File: src/rtl/sensor_pkg.sv
// Shared sensor acquisition types and constants for the sampler and fault FSMs.
package sensor_pkg;

    localparam int ADC_BITS       = 12;
    localparam int FRAME_BITS     = 16;
    localparam int DATA_FIRST_IDX = 3;
    localparam int SEN_W          = 16;

    typedef enum logic [2:0] {
        IDLE     = 3'd0,
        CS_SETUP = 3'd1,
        SHIFT    = 3'd2,
        CS_HOLD  = 3'd3,
        DONE     = 3'd4
    } sampler_state_t;

    function automatic logic is_data_idx(input logic [3:0] k);
        return (k >= 4'(DATA_FIRST_IDX)) &&
               (k < 4'(DATA_FIRST_IDX + ADC_BITS));
    endfunction

endpackage

File: src/rtl/sample_tick_gen.sv
// Free-running sample period counter; tick marks the last cycle of each period.
module sample_tick_gen #(
    parameter int SAMPLE_CYCLES = 800000
) (
    input  logic clk,
    input  logic rst,
    output logic tick
);

    localparam int CW = $clog2(SAMPLE_CYCLES);
    localparam logic [CW-1:0] LAST = CW'(SAMPLE_CYCLES - 1);

    logic [CW-1:0] cnt;

    always_ff @(posedge clk or negedge rst) begin
        if (!rst) begin
            cnt <= '0;
        end else if (cnt == LAST) begin
            cnt <= '0;
        end else begin
            cnt <= cnt + 1'b1;
        end
    end

    assign tick = (cnt == LAST);

endmodule

File: src/rtl/sensor_sampler.sv
// Paced SPI ADC reader producing one sen word per sample period.
// Define SENSOR_SAMPLER_AVG4_EN to average four conversions per tick.
module sensor_sampler
    import sensor_pkg::*;
#(
    parameter int SAMPLE_CYCLES = 800000,
    parameter int SCLK_DIV      = 25
) (
    input  logic             clk,
    input  logic             rst,
    input  logic             miso,
    output logic             cs_n,
    output logic             sclk,
    output logic [SEN_W-1:0] sen,
    output logic             sample_valid,
    output logic             busy,
    output logic             overrun
);

    localparam int DW = (SCLK_DIV > 1) ? $clog2(SCLK_DIV) : 1;
    localparam logic [DW-1:0] DIV_LAST = DW'(SCLK_DIV - 1);
    localparam logic [4:0] EDGE_LAST = 5'(2 * FRAME_BITS - 1);

    sampler_state_t state;
    logic tick;
    logic [DW-1:0] div_cnt;
    logic [4:0] edge_cnt;
    logic [ADC_BITS-1:0] sr;
    logic div_last;

    assign div_last = (div_cnt == DIV_LAST);
    assign busy     = (state != IDLE);

`ifdef SENSOR_SAMPLER_AVG4_EN
    logic [1:0]  conv_cnt;
    logic [13:0] acc;
    logic [13:0] sum_next;

    assign sum_next = acc + 14'(sr);
`endif

    sample_tick_gen #(
        .SAMPLE_CYCLES(SAMPLE_CYCLES)
    ) u_tick (
        .clk (clk),
        .rst (rst),
        .tick(tick)
    );

    always_ff @(posedge clk or negedge rst) begin
        if (!rst) begin
            state        <= IDLE;
            cs_n         <= 1'b1;
            sclk         <= 1'b0;
            sen          <= '0;
            sample_valid <= 1'b0;
            overrun      <= 1'b0;
            div_cnt      <= '0;
            edge_cnt     <= '0;
            sr           <= '0;
`ifdef SENSOR_SAMPLER_AVG4_EN
            conv_cnt     <= '0;
            acc          <= '0;
`endif
        end else begin
            sample_valid <= 1'b0;
            if (tick && state != IDLE) begin
                overrun <= 1'b1;
            end
            unique case (state)
                IDLE: begin
                    if (tick) begin
                        state   <= CS_SETUP;
                        cs_n    <= 1'b0;
                        div_cnt <= '0;
                    end
                end
                CS_SETUP: begin
                    if (div_last) begin
                        state    <= SHIFT;
                        div_cnt  <= '0;
                        edge_cnt <= '0;
                    end else begin
                        div_cnt <= div_cnt + 1'b1;
                    end
                end
                SHIFT: begin
                    if (div_last) begin
                        div_cnt  <= '0;
                        sclk     <= ~sclk;
                        edge_cnt <= edge_cnt + 1'b1;
                        // Rising edge: edge_cnt[4:1] is the frame bit index.
                        if (!sclk && is_data_idx(edge_cnt[4:1])) begin
                            sr <= {sr[ADC_BITS-2:0], miso};
                        end
                        if (edge_cnt == EDGE_LAST) begin
                            state <= CS_HOLD;
                            cs_n  <= 1'b1;
                        end
                    end else begin
                        div_cnt <= div_cnt + 1'b1;
                    end
                end
                CS_HOLD: begin
                    if (div_last) begin
                        div_cnt <= '0;
`ifdef SENSOR_SAMPLER_AVG4_EN
                        if (conv_cnt == 2'd3) begin
                            state        <= DONE;
                            sen          <= SEN_W'(sum_next[13:2]);
                            sample_valid <= 1'b1;
                            acc          <= '0;
                            conv_cnt     <= '0;
                        end else begin
                            state    <= CS_SETUP;
                            cs_n     <= 1'b0;
                            acc      <= sum_next;
                            conv_cnt <= conv_cnt + 1'b1;
                        end
`else
                        state        <= DONE;
                        sen          <= SEN_W'(sr);
                        sample_valid <= 1'b1;
`endif
                    end else begin
                        div_cnt <= div_cnt + 1'b1;
                    end
                end
                DONE: begin
                    state <= IDLE;
                end
                default: begin
                    state <= IDLE;
                    cs_n  <= 1'b1;
                    sclk  <= 1'b0;
                end
            endcase
        end
    end

endmodule

File: config.mk
export PLATFORM = sky130hd
export DESIGN_NAME = sensor_sampler
export DESIGN_NICKNAME = d
export VERILOG_FILES = /design/src/rtl/sensor_pkg.sv /design/src/rtl/sample_tick_gen.sv /design/src/rtl/sensor_sampler.sv
export SDC_FILE = /design/constraint.sdc
export NUM_CORES = 1
export LEC_CHECK = 0
export CAP_MARGIN = 10
export CORE_MARGIN = 3
export CORE_UTILIZATION = 40
export DETAILED_ROUTE_END_ITERATION = 7
export PLACE_DENSITY = 0.57
export SYNTH_ARGS = -nofsm -noshare
export SYNTH_HDL_FRONTEND = slang
export SYNTH_HIERARCHICAL = 1
export SYNTH_SLANG_ARGS = --single-unit
File: constraint.sdc
create_clock -name clk -period 6.3 [get_ports clk]
set_input_delay 0.63 -clock clk [delete_from_list [all_inputs] [get_ports clk]]
set_output_delay 0.63 -clock clk [all_outputs]
set_load 0.05 [all_outputs]
After elaboration in Yosys (flattened, before gate mapping):

Cells that the tools add are included.

* register bits after elaboration: 61
* latch bits: 0
* memory bits (writable): 0
* bits in read-only memories: 0
* input bits: 3
* output and inout bits: 21
* memories: 0

* add/subtract/negate cells: 3
* multiply operators: 0
* divide/modulo/power cells: 0
* magnitude comparators: 2
* eq/ne operators: 12
* shift operators: 0
* muxes and demuxes: 21
* bitwise gates (word level): 3
* reduce and logical (&&, ||, !) cells: 18

Operators by type and width (count)
* 20-bit by 1-bit adder with 20-bit output (second input constant): 1
* 20-bit == test (second input constant): 1
* 20-bit 2-to-1 mux: 1
* 5-bit 2-to-1 mux: 4
* 5-bit case mux with 2 select lines: 2
* 3-bit 2-to-1 mux: 5
* 3-bit case mux with 4 select lines: 1
* 5-bit by 1-bit adder with 5-bit output (second input constant): 2
* 5-bit == test (second input constant): 2
* 2-bit != test (second input constant): 5
* 3-bit by 2-bit == test with 1-bit output (second input constant): 2
* 1-bit 2-to-1 mux: 6
* 2-bit AND reduction: 3
* 3-bit AND reduction: 2
* 3-bit OR reduction: 2
* 5-bit AND reduction: 1
* 4-bit by 2-bit >= comparator with 1-bit output (second input constant): 1
* 4-bit < comparator (second input constant): 1
* 4-bit AND reduction: 1
* 2-bit nonzero test: 2
* 4-bit OR reduction: 1
* 3-bit by 1-bit == test with 1-bit output (second input constant): 1
* 3-bit == test (second input constant): 1
* 1-bit logical AND: 3
* other kinds (6): 8

Logic depth before layout (Yosys ltp):

* word-level depth: 4
* depth in mapped cells: 9
* mapped depth without buffers: 8

Cells and area by module:

Netlist, hierarchy kept.

Modules (own cells, without submodules)
* sensor_sampler: times used 1, cells each 165, area each 1933.1 µm²
* sample_tick_gen: times used 1, cells each 91, area each 957.2 µm²

Least setup slack after synthesis:

OpenSTA, ideal clock, no wires.

* path type: reg-to-reg
* start: reg u_tick.cnt[0]
* end: reg div_cnt[1]
* setup time: 0.132 ns
* arrival: 1.980 ns
* required time: 6.168 ns
* setup slack: 4.188 ns
* stages on the path, launching flop included: 10
* buffers on the path: 1
* cell sequence: dfrtp_1 > ha_1 > nand2_1 > or3_2 > nor2_1 > buf_2 > nor3_1 > or2_2 > nand2_1 > o21ai_0

* word-level cells in the longest chain between the ends: 3

Ends and longest elaborated chain
* start, declared: RTL line sample_tick_gen.sv:13 `logic [CW-1:0] cnt;`
* start signal, assigned: RTL line sample_tick_gen.sv:21 `cnt <= cnt + 1'b1;`
* 20-bit == test: RTL line sample_tick_gen.sv:25 `assign tick = (cnt == LAST);`
* net tick: RTL line sensor_sampler.sv:25 `logic tick;`
* 2-bit != test (no source line)
* 2-bit AND reduction (no source line)
* end signal, assigned: RTL line sensor_sampler.sv:84 `div_cnt <= div_cnt + 1'b1;`
* end signal, assigned: RTL line sensor_sampler.sv:101 `div_cnt <= div_cnt + 1'b1;`
* end signal, assigned: RTL line sensor_sampler.sv:126 `div_cnt <= div_cnt + 1'b1;`
* end, declared: RTL line sensor_sampler.sv:26 `logic [DW-1:0] div_cnt;`

The timed path passes the listed nets, and every way through them passes these cells.
A chain may end at the register's enable or synchronous reset.

Worst setup path in the final report:

* start: reg state[0]
* end: out busy

* word-level cells in the longest chain between the ends: 1

Ends and longest elaborated chain
* start, declared: RTL line sensor_sampler.sv:24 `sampler_state_t state;`
* start signal, assigned: RTL line sensor_sampler.sv:52 `state <= IDLE;`
* start signal, assigned: RTL line sensor_sampler.sv:73 `state <= CS_SETUP;`
* start signal, assigned: RTL line sensor_sampler.sv:80 `state <= SHIFT;`
* 3-bit nonzero test: RTL line sensor_sampler.sv:32 `assign busy = (state != IDLE);`
* end, declared: RTL line sensor_sampler.sv:16 `output logic busy,`

Every way passes these cells.

==> impl_metrics.csv <==
group,metric,value,unit
outcome,status,"finished, final reports clean",
logic_synthesis,ys_ff_latch,61,
final_layout,final_util,0.487,
die,die_x,91.0,um
clocking,cts_tree,"built",
drt,antenna_left,0,
global_route,grt_antenna_before_repair,0,
job,drv_cap,0,
clocking,clk_pin_slew,70,ps
clocking,htreeDepth,3,
drt,routed_wirelength,5170,um
critical_path,endpoint_kind,"output port",
global_route,grt_start_max_net_pins,62,
critical_path,path_buf_inv,1,
critical_path,start_kind,"flip-flop",
die,pin_count,24,
critical_path,reg2reg_to,"sr[1]",
critical_path,cp_slowest_stage_delay,720,ps
final_layout,num_antenna_cells,0,
sta,relSlewSlack,0.451,
logic_synthesis,avgSynthCellArea,11.3,sq um
critical_path,cp_max_fo,16,
clocking,clock-sinks,61,
final_layout,drive_gt1_frac,0.184,
final_layout,area.growth.synth_to_final,16.3,%
logic_synthesis,synth-edff-count,0,
logic_synthesis,netlist_area,2890,sq um
placement,place.gp.congestion,0.800,
drt,via_count,1959,
critical_path,cpMaxStageDelayCell,"clkdlybuf4s50_1",
clocking,cts_resized,0,
clocking,clock-root-buffer,"clkbuf_8",
die,start_util,0.418,
clocking,clockBufferDepth,2,
placement,dp_hpwl,3270,um
global_route,overflow,0,
global_route,grt_pass1_vias,1891,
sta,final_max_slew_viol_count,0,
critical_path,critPathArrivalTime,2060,ps
drt,dr.first_iter.drc_count,82,
drt,first_pass_iters,4,
critical_path,timing.rr.start,"div_cnt[0]",
sta,finalHoldViolCount,0,
die,rows,30,
drt,wl_per_cell,13.6,um
critical_path,cp_top_family,"buffers and inverters",
critical_path,crit_type,"flip-flop to output port",
sta,fin_skew,7.48,ps
pwr,peakVddDrop,0.000192,V
global_route,grt_pass1_wl,9160,um
logic_synthesis,seq_area_frac_synth,0.529,
clocking,postCtsSetupRepairBufs,0,
drt,drcViolationCount,0,
sta,whs,451,ps
logic_synthesis,ys_types,49,
critical_path,rr_worst_depth,6,
clocking,cts-buffers-inserted,9,
sta,finalCritPeriodShare,0.427,
clocking,clkLatencyLatePin,330,ps
sta,setup-tns-final,0,ps
drt,routed_via_density,5.17,
placement,placed_area,3150,sq um
pwr,p_per_area,234,nW/um^2
worst_hold_path,hold_path.class,"input port to async pin",
final_layout,layout_common_cells,"dfrtp_1, nand2_1, clkdlybuf4s50_1, mux2_2, nor2_1",
critical_path,path_cells,"or3_1 -> clkdlybuf4s50_1",
die,die_area,8280,sq um
die,die_h,91.0,um
logic_synthesis,synth_ff_type,"dfrtp_1",
sta,rsz0062_at_grt,"false",
critical_path,required,5670,ps
sta,fin_crit,2690,ps
sta,max_freq,0.371,GHz
final_layout,nNetsFinal,287,
critical_path,rrSetupSlack,3970,ps
placement,io_buffers,19,
final_layout,fin_area,3360,sq um
logic_synthesis,yosysWarningCount,6,
pwr,p_leak,0.00149,uW
sta,worstMarginPinSlew,817,ps
logic_synthesis,async_flop_share,1.00,
sta,worst_slack,3610,ps
placement,pre_cts_slack,3950,ps
logic_synthesis,syn_inst,256,
global_route,grt_use_total,0.138,
clocking,ctsHoldBuffers,0,
die,core,6910,sq um
final_layout,final_common_cell,"dfrtp_1",
sta,setup_violations,0,
[worst max-delay path by stage]
stage / start / end / slack (ps) / cells after the start
after global routing: state[0] / busy / 3520 / 2
after detailed placement: state[0] / busy / 3950 / 2
after global placement: state[0] / busy / 3970 / 2
final: state[0] / busy / 3610 / 2
after CTS: state[0] / busy / 3580 / 2
after floorplan: u_tick/cnt[0] / div_cnt[1] / 4190 / 9
[stage by stage]
step / instances / total power (uW)
after floorplan: 259 / 406
after detailed placement: 364 / 414
final: 379 / 785
after global routing: 379 / 819
after CTS: 379 / 798
after global placement: 364 / 414
[cell type report]
class                           instances  area, sq um
Multi-Input combinational cell        179         1270
Fill cell                             666         3540
Inverter                                7         26.3
Sequential cell                        61         1530
Clock inverter                          4         72.6
Tap cell                               96          120
Clock buffer                           11          141
Timing Repair Buffer                   21          200
[report_power, final]
group / total (uW) / switching, uW / internal, uW
clock network: 380 / 149 / 231
logic: 13.8 / 12.7 / 1.16
registers: 392 / 0 / 392
total: 785 / 162 / 624
[registers in the layout (all words and copies together) (netlist names)]
signal,flops
edge_cnt,5
cs_n,1
sen,12
sclk,1
sr,12
state,3
u_tick/cnt,20
overrun,1
sample_valid,1
div_cnt,5
[synth_stat cells (2+ instances only)]
cell type	number	area share
dfrtp_1	60	0.52
nand2_1	21	0.027
mux2_2	16	0.062
nor2_1	14	0.018
nand3_1	13	0.023
o21ai_0	13	0.023
xnor2_1	12	0.036
nor3_1	9	0.016
a21oi_1	8	0.014
mux2_4	8	0.042
inv_1	7	0.0091
nand2b_1	6	0.013
buf_4	5	0.013
ha_1	5	0.022
nor4_1	5	0.011
or3_1	5	0.011
clkbuf_1	4	0.0052
and3_1	3	0.0065
nand4_1	3	0.0065
xor2_1	3	0.0091
a31oi_1	2	0.0043
and4_1	2	0.0061
buf_2	2	0.0035
nand3_4	2	0.012
nand3b_1	2	0.0052
nor2b_1	2	0.0043
or2_2	2	0.0043
[cells by family after synthesis]
logic type | Yosys count | share of synthesized area
DFF | 61 | 0.529
AOI/OAI and AO/OA | 32 | 0.0671
and+or+nand+nor | 98 | 0.194
xor gates and xnor gates | 15 | 0.0455
muxes | 25 | 0.107
buffers and inverters | 19 | 0.0346
adders and majority gates | 5 | 0.0216
other | 1 | 0.00130
[worst register-to-register path, cell delays in order, from the launching register on]
cell	delay, ps
dfrtp_1	430
inv_1	80
ha_1	150
and4b_2	330
nand2b_2	110
nor4_4	700
mux2_2	420
[layer usage]
layer,track usage,share of wire,vias to the layer above
met1,0.181,0.48,964
met5,0,0,-
met3,0.0555,0.034,6
met2,0.205,0.48,37
met4,0.0515,0.0089,0
li1,-,-,952
Note: power is estimated with default switching activity, not from simulation.
